$ cat src/rtl/matvec_tile_engine.sv
// Tiled MxK matrix-vector engine: LANES-wide MAC row, BRAM fetch and result streaming.
// Optional MATVEC_SATURATE_EN clamps each accumulate and adds a sticky sat_flag output.
module matvec_tile_engine #(
    parameter int DATA_W    = 16,
    parameter int ACC_W     = 32,
    parameter int LANES     = 4,
    parameter int M_MAX     = 64,
    parameter int K_MAX     = 64,
    parameter int MEM_DEPTH = 256,
    localparam int AW = $clog2(MEM_DEPTH),
    localparam int MW = $clog2(M_MAX + 1),
    localparam int KW = $clog2(K_MAX + 1),
    localparam int RW = $clog2(M_MAX)
) (
    input  logic                    clk,
    input  logic                    rst,
    input  logic                    start,
    input  logic [MW-1:0]           m_rows,
    input  logic [KW-1:0]           k_cols,
    output logic [AW-1:0]           weight_bram_addr,
    output logic                    weight_bram_en,
    input  logic [LANES*DATA_W-1:0] weight_bram_dout,
    output logic [AW-1:0]           input_bram_addr,
    output logic                    input_bram_en,
    input  logic [DATA_W-1:0]       input_bram_dout,
    output logic                    busy,
    output logic                    done,
    output logic                    err,
`ifdef MATVEC_SATURATE_EN
    output logic                    sat_flag,
`endif
    output logic                    res_valid,
    input  logic                    res_ready,
    output logic [ACC_W-1:0]        res_data,
    output logic [RW-1:0]           res_row
);

    localparam int LW = (LANES > 1) ? $clog2(LANES) : 1;

    typedef enum logic [2:0] {
        S_IDLE,
        S_CHECK,
        S_FETCH,
        S_DRAIN,
        S_OUT,
        S_FIN
    } state_t;

    state_t          state_q, state_d;
    logic [MW-1:0]   mcfg_q, mcfg_d;
    logic [KW-1:0]   kcfg_q, kcfg_d;
    logic [MW-1:0]   tiles_q, tiles_d;
    logic [MW-1:0]   tile_q, tile_d;
    logic [KW-1:0]   k_q, k_d;
    logic [AW-1:0]   base_q, base_d;
    logic [MW-1:0]   rbase_q, rbase_d;
    logic [LW-1:0]   lane_q, lane_d;
    logic            err_q, err_d;
    logic [AW-1:0]   waddr_q, iaddr_q;
    logic            issue_q, first_q;
    logic [LANES*ACC_W-1:0] acc_flat;
    logic [LANES-1:0]       ovf_vec;

    logic [31:0] m_ext, k_ext, t_ext, tk_ext, next_row;
    logic        cfg_bad, last_lane, fetch, out_st;

    assign fetch  = (state_q == S_FETCH);
    assign out_st = (state_q == S_OUT);

    // Tile count and BRAM footprint are derived from the latched config.
    assign m_ext   = 32'(mcfg_q);
    assign k_ext   = 32'(kcfg_q);
    assign t_ext   = (m_ext + 32'(LANES - 1)) / 32'(LANES);
    assign tk_ext  = t_ext * k_ext;
    assign cfg_bad = (m_ext == 32'd0) || (k_ext == 32'd0) ||
                     (m_ext > 32'(M_MAX)) || (k_ext > 32'(K_MAX)) ||
                     (tk_ext > 32'(MEM_DEPTH));

    assign next_row  = 32'(rbase_q) + 32'(lane_q) + 32'd1;
    assign last_lane = (lane_q == LW'(LANES - 1)) || (next_row >= m_ext);

`ifdef MATVEC_SATURATE_EN
    logic sat_q, sat_d;
`endif

    always_comb begin
        state_d = state_q;
        mcfg_d  = mcfg_q;
        kcfg_d  = kcfg_q;
        tiles_d = tiles_q;
        tile_d  = tile_q;
        k_d     = k_q;
        base_d  = base_q;
        rbase_d = rbase_q;
        lane_d  = lane_q;
        err_d   = err_q;
`ifdef MATVEC_SATURATE_EN
        sat_d   = sat_q | (issue_q & (|ovf_vec));
`endif
        unique case (state_q)
            S_IDLE: begin
                if (start) begin
                    mcfg_d  = m_rows;
                    kcfg_d  = k_cols;
                    err_d   = 1'b0;
`ifdef MATVEC_SATURATE_EN
                    sat_d   = 1'b0;
`endif
                    state_d = S_CHECK;
                end
            end
            S_CHECK: begin
                if (cfg_bad) begin
                    err_d   = 1'b1;
                    state_d = S_FIN;
                end else begin
                    tiles_d = MW'(t_ext);
                    tile_d  = '0;
                    k_d     = '0;
                    base_d  = '0;
                    rbase_d = '0;
                    state_d = S_FETCH;
                end
            end
            S_FETCH: begin
                k_d = k_q + 1'b1;
                if (k_q == kcfg_q - 1'b1) begin
                    state_d = S_DRAIN;
                end
            end
            S_DRAIN: begin
                lane_d  = '0;
                state_d = S_OUT;
            end
            S_OUT: begin
                if (res_ready) begin
                    if (!last_lane) begin
                        lane_d = lane_q + 1'b1;
                    end else if (tile_q == tiles_q - 1'b1) begin
                        state_d = S_FIN;
                    end else begin
                        tile_d  = tile_q + 1'b1;
                        base_d  = base_q + AW'(kcfg_q);
                        rbase_d = rbase_q + MW'(LANES);
                        k_d     = '0;
                        state_d = S_FETCH;
                    end
                end
            end
            S_FIN: begin
                state_d = S_IDLE;
            end
            default: begin
                state_d = S_IDLE;
            end
        endcase
    end

    always_ff @(posedge clk) begin
        if (rst) begin
            state_q <= S_IDLE;
            mcfg_q  <= '0;
            kcfg_q  <= '0;
            tiles_q <= '0;
            tile_q  <= '0;
            k_q     <= '0;
            base_q  <= '0;
            rbase_q <= '0;
            lane_q  <= '0;
            err_q   <= 1'b0;
            waddr_q <= '0;
            iaddr_q <= '0;
            issue_q <= 1'b0;
            first_q <= 1'b0;
        end else begin
            state_q <= state_d;
            mcfg_q  <= mcfg_d;
            kcfg_q  <= kcfg_d;
            tiles_q <= tiles_d;
            tile_q  <= tile_d;
            k_q     <= k_d;
            base_q  <= base_d;
            rbase_q <= rbase_d;
            lane_q  <= lane_d;
            err_q   <= err_d;
            waddr_q <= weight_bram_addr;
            iaddr_q <= input_bram_addr;
            issue_q <= fetch;
            first_q <= fetch && (k_q == '0);
        end
    end

`ifdef MATVEC_SATURATE_EN
    always_ff @(posedge clk) begin
        if (rst) begin
            sat_q <= 1'b0;
        end else begin
            sat_q <= sat_d;
        end
    end

    assign sat_flag = sat_q;
`endif

    // Addresses hold their last issued value outside FETCH.
    assign weight_bram_en   = fetch;
    assign input_bram_en    = fetch;
    assign weight_bram_addr = fetch ? (base_q + AW'(k_q)) : waddr_q;
    assign input_bram_addr  = fetch ? AW'(k_q) : iaddr_q;

    logic signed [DATA_W-1:0] x_s;
    assign x_s = signed'(input_bram_dout);

    for (genvar l = 0; l < LANES; l++) begin : g_lane
        logic signed [DATA_W-1:0]   w;
        logic signed [2*DATA_W-1:0] prod;
        logic signed [ACC_W-1:0]    addend, base_v, acc_n, acc_q;

        assign w      = signed'(weight_bram_dout[l*DATA_W +: DATA_W]);
        assign prod   = w * x_s;
        assign addend = ACC_W'(prod);
        assign base_v = first_q ? '0 : acc_q;

`ifdef MATVEC_SATURATE_EN
        logic [ACC_W:0] wide;
        logic           ovf;
        assign wide = {base_v[ACC_W-1], base_v} + {addend[ACC_W-1], addend};
        assign ovf  = wide[ACC_W] != wide[ACC_W-1];
        assign acc_n = !ovf ? signed'(wide[ACC_W-1:0]) :
                       wide[ACC_W] ? signed'({1'b1, {(ACC_W-1){1'b0}}}) :
                                     signed'({1'b0, {(ACC_W-1){1'b1}}});
        assign ovf_vec[l] = ovf;
`else
        assign acc_n      = base_v + addend;
        assign ovf_vec[l] = 1'b0;
`endif

        always_ff @(posedge clk) begin
            if (rst) begin
                acc_q <= '0;
            end else if (issue_q) begin
                acc_q <= acc_n;
            end
        end

        assign acc_flat[l*ACC_W +: ACC_W] = acc_q;
    end

    assign busy      = (state_q != S_IDLE);
    assign done      = (state_q == S_FIN);
    assign err       = err_q;
    assign res_valid = out_st;
    assign res_data  = out_st ? acc_flat[lane_q*ACC_W +: ACC_W] : '0;
    assign res_row   = out_st ? RW'(rbase_q + MW'(lane_q)) : '0;

`ifndef MATVEC_SATURATE_EN
    logic unused_ovf;
    assign unused_ovf = ^ovf_vec;
`endif

endmodule

$ cat config.mk
export PLATFORM = sky130hd
export DESIGN_NAME = matvec_tile_engine
export DESIGN_NICKNAME = d
export VERILOG_FILES = /design/src/rtl/matvec_tile_engine.sv
export SDC_FILE = /design/constraint.sdc
export NUM_CORES = 2
export LEC_CHECK = 0
export CAP_MARGIN = 20
export CORE_MARGIN = 4
export CORE_UTILIZATION = 57
export CTS_BUF_LIST = sky130_fd_sc_hd__clkbuf_2
export DETAILED_ROUTE_END_ITERATION = 10
export PLACE_DENSITY = 0.78
export RECOVER_POWER = 25
export SLEW_MARGIN = 20
export SYNTH_ARGS = -nofsm -noshare
export SYNTH_HDL_FRONTEND = slang
export SYNTH_SLANG_ARGS = --single-unit
$ cat constraint.sdc
create_clock -name clk -period 10.3 [get_ports clk]
set_input_delay 1.03 -clock clk [delete_from_list [all_inputs] [get_ports clk]]
set_output_delay 1.03 -clock clk [all_outputs]
set_load 0.005 [all_outputs]
After elaboration in Yosys (flattened, before gate mapping)
Cells that the tools add are included.
Widths: inputs -> output; s select.
{"block": "classes", "n_addsub": 16, "mul": 5, "magnitude_cmp": 4, "n_eq_ne": 16, "n_shift": 1, "mux": 39, "bitwise": 1, "reduce_logical": 22}
{"cell": "$mux 32", "count": 5}
{"cell": "$add 32x32->32", "count": 4}
{"cell": "$mul 16x16->32", "count": 4}
{"cell": "$shiftx 128x8->32", "count": 1}
{"cell": "$mux 7", "count": 10}
{"cell": "$logic_not 32->1", "count": 2}
{"cell": "$mux 8", "count": 6}
{"cell": "$pmux 7 s2", "count": 2}
{"cell": "$pmux 7 s3", "count": 1}
{"cell": "$mux 3", "count": 6}
{"cell": "$add 8x7->8", "count": 2}
{"cell": "$pmux 8 s2", "count": 1}
{"cell": "$pmux 3 s5", "count": 1}
{"cell": "$add 7x1->7 const B", "count": 2}
{"cell": "$eq 7x7->1", "count": 2}
{"cell": "$gt 7x7->1 const B", "count": 2}
{"cell": "$ne 2x2->1 const B", "count": 7}
{"cell": "$sub 7x1->7 const B", "count": 2}
{"cell": "$gt 13x9->1 const B", "count": 1}
{"cell": "$mul 6x7->13", "count": 1}
{"cell": "$reduce_and 5->1", "count": 2}
{"cell": "$add 8x1->9 const B", "count": 1}
{"cell": "$ge 9x7->1", "count": 1}
{"cell": "$add 7x2->8", "count": 1}
{"cell": "other kinds (24)", "count": 37}
{"block": "totals", "register_bits": 202, "inputBits": 98, "out_inout_bits": 60, "elab_cells": 122}

Depth between registers and ports, before layout
{"block": "depth", "ltp_word": 7, "ltp_mapped": 25, "mapped_depth_nobuf": 23}

Worst setup path after synthesis
Ideal clock, no wire load.
{"block": "synth_timing", "kind": "input-to-reg", "startpoint": "input input_bram_dout[1]", "endpoint": "register g_lane[0].acc_q[31]", "setup_ns": 0.117, "arrival_ns": 7.047, "required_ns": 10.183, "path_slack_ns": 3.135, "cell_stages": 23, "path_buffers": 2, "cell_sequence": "clkbuf_1 -> clkbuf_1 -> nand2_1 -> fa_1 -> inv_1 -> fa_1 -> inv_1 -> fa_1 -> inv_1 -> fa_1 -> inv_1 -> fa_1 -> inv_1 -> fa_1 -> ha_1 -> a21oi_1 -> and3_1 -> a211oi_1 -> a311oi_1 -> or4_1 -> a211oi_1 -> o21ai_0 -> a32o_1"}
{"block": "synth_via", "elab_chain_len": 2}
{"item": "from (decl)", "line": "25", "text": "input logic [DATA_W-1:0] input_bram_dout,"}
{"item": "$mul 16x16->32", "line": "220", "text": "assign prod = w * x_s;"}
{"item": "$add 32x32->32", "line": "234", "text": "assign acc_n = base_v + addend;"}
{"item": "to (signal assigned)", "line": "242", "text": "acc_q <= acc_n;"}
{"item": "to (decl)", "line": "217", "text": "logic signed [ACC_W-1:0] addend, base_v, acc_n, acc_q;"}
No other way between the ends.
A chain may end at the register's enable or synchronous reset.

Final worst setup path
{"block": "layout_timing", "startpoint": "register first_q", "endpoint": "register g_lane[0].acc_q[24]"}
{"block": "layout_via", "elab_chain_len": 2}
{"item": "from (decl)", "line": "60", "text": "logic issue_q, first_q;"}
{"item": "from (signal assigned)", "line": "189", "text": "first_q <= fetch && (k_q == '0);"}
{"item": "$mux 32", "line": "222", "text": "assign base_v = first_q ? '0 : acc_q;"}
{"item": "$add 32x32->32", "line": "234"}
No other way between the ends.

==> metrics <==
# IOs approximately 160; vias in the first global route 43,724; die area 99,400 um2; Mean Syn Cell Area slightly above 9 um2; CTS sink cnt 199; layout cells sized above 1 2.69%; # rows 112; Yosys warning count 0; CP max-delay cell clkbuf_1; final worst-path cycle share 79.9%; Max Cap Violations 2; Synthesized Nets 7,563; Die Y 315 um; drt first pass iters 8; top cells by area, synth fa_1 (44%), ha_1 (10%), inv_1 (8.1%); Critical R2R Launch first_q; post-synthesis xor/xnor area fraction 3.24%; Hold Path Cell Cnt 2; Crit path max-delay family adder cells; reg2reg setup slack 2.07 ns; worst hold-check path type primary input to register; synth cell count leaders fa_1 (1,191), inv_1 (1,157), nand2_1 (731); Buf+Inv Stages, Crit Path 1; share of the yosys chip area belonging to registers 7.40%; Fill cells 7,879; Synth Flop Type dfxtp_1; most frequent CP cell fa_1; Req. time, crit path 11.36 ns; clock skew after layout 0.0883 ns; EDFF count, synth 0; Rel. slew slack -53.6%; status finished with violations; Crit Path Category register to register; Worst Hold End waddr_q[6]; largest family of logic cells by synthesized area adder cells; Startpoint Class register; post-CTS sizing 0; Synth Area in Simple Gates 16.2%; hold-fix buffers at CTS 0; Synth Area in Compound Gates 5.90%; routability cong. 0.986; Fin Setup TNS 0 ns; WL/cell 20.0 um; remaining antenna violation count 0; Iter 0 DRT Violations 2,876; asr flop ratio synth 0%; cts bufs inserted 17; top-count cell post-synth fa_1; root buf cell clkbuf_2; I/O Buffers 157; Initial Util 57.6%; fin. max-slew vios 95; area grow syn2layout 5.06%; largest net degree at the start of global routing 72; Post-CTS Setup Bufs 0; number of H-tree levels 4; critical path cell sequence clkbuf_1, nor2b_1, ha_1, fa_1, fa_1, fa_1, fa_1, ha_1, a21o_1, a21o_1, a21o_1, a2111oi_0, nor2_1, a2111oi_0, o21ai_0, a311oi_1; CP max FO 47; RSZ-0062 raised after global routing no; Syn Inst Count 5,830; failing checks capacitance limit, slew limit; Fin. Hold Viols 0; clock slew at reported path FFs 0.42 ns; initial antenna violation count 16; Adder-Cell Fraction of Synth Area 54.6%; Vias about 40,000; critical path's largest stage delay 1.68 ns; vias per cell roughly 5.7; Slew @ Worst Pin about 2.3 ns; clock latency on the worst-skew pair 1.17 ns; GRT Residual Overflow 0; Residual DRC 0; DP HPWL 115,000 um; Clock Path Buffers 2; Finish-stage setup viols 0; Max Fclk about 0.12 GHz; Netlist cell types 70; NumNets Final around 7,500; Worst Reg-to-Reg Cells 16; Core ar. 93,500 um2; post-route minimum period around 8.2 ns; global-route wire length before repair about 230,000 um; post-synth top area share 44.3%; CP arrival 9.28 ns; multiplexer share of the synthesized area 2.62%; Critical Path End Type register; die span in x 315 um; cell accounting for the most synthesized area fa_1; CTS tree yes; synthesized flop and latch total 199; total track usage 30.0%; routed wire length about 140,000 um; HP Start rst; Post-Syn Area 53,800 um2; Crit Reg-Reg Endpoint g_lane[0].acc_q[24]
## cell type report
cell class,instances,area (um2),area share (%)
multi-input combinational,4201,44500,78.7
inverter,1160,4350,7.70
tap,1254,1570,2.77
timing repair buffer,204,1840,3.25
clock inverter,15,193,0.341
clock buffer,17,85.1,0.150
sequential,199,3990,7.06
antenna,13,32.5,0.0575
## routing by layer
metal	vias to the layer above	share of wire [%]	global-route usage, %
li1	17566	-	-
met5	-	0.018	0
met3	391	8.8	5.59
met4	4	4.7	12.5
met2	1795	48	49.3
met1	20406	39	39.3
## metrics by stage
| stage | util [%] | setup WS [ns] | cells | area (um2) | hold WS [ns] |
|---|---|---|---|---|---|
| detailed placement | 60.2 | 2.03 | 7018 | 56200 | 0.455 |
| global route | 60.5 | 1.66 | 7058 | 56500 | 0.102 |
| finish | 60.5 | 2.07 | 7063 | 56500 | 0.165 |
| CTS | 60.5 | 3.28 | 7050 | 56500 | 0.0457 |
| global placement | 60.2 | 2.14 | 7018 | 56200 | 0.451 |
| floorplan | - | 3.14 | 5830 | 53800 | 0.434 |
## worst max path at each step
stage | endpoint | from | cells past startpoint
after CTS | g_lane[0].acc_q[24] | weight_bram_dout[7] | 20
after global routing | g_lane[0].acc_q[31] | first_q | 23
after global placement | g_lane[0].acc_q[24] | weight_bram_dout[10] | 20
after floorplan | g_lane[0].acc_q[31] | input_bram_dout[1] | 23
final | g_lane[0].acc_q[24] | first_q | 16
after detailed placement | g_lane[3].acc_q[29] | input_bram_dout[1] | 21
## sequential cells by signal, indices dropped and copies added, names as in the netlist, 2 cells and up
register      flops
base_q            8
lane_q            2
state_q           3
kcfg_q            7
waddr_q           8
tile_q            7
g_lane.acc_q    128
rbase_q           5
k_q               7
tiles_q           6
iaddr_q           8
mcfg_q            7
## logic make-up (layout without fill, tap and decap cells)
kind of cell,after synthesis,in the layout
AND/OR/NAND/NOR,1769,1769
adder cells (fa/ha/maj),1635,1635
buffers and inverters,1430,1396
AO/OA/AOI/OAI,498,498
XOR/XNOR,199,199
flip-flops,199,199
multiplexers,100,100
other,0,13
## cells in the final DEF, fill, tap and decap left out, drive strengths merged, types with 48 or more instances in the layout
cell           synthesis  routed
xor2                  57      57
a21oi                136     136
nand2b                81      81
dfxtp                199     199
nor2b                145     145
xnor2                142     142
mux2i                 60      60
o21ai                119     119
nor2                 189     189
and2                 446     446
inv                 1159    1167
ha                   444     444
buf                   17      62
and3                  48      48
clkdlybuf4s50          0     129
nand2                731     731
fa                  1191    1191
a21o                  57      57
Power is left out: the tool's default activity adds up to more than one toggle a clock period on the data nets, which glitch-free logic cannot reach.
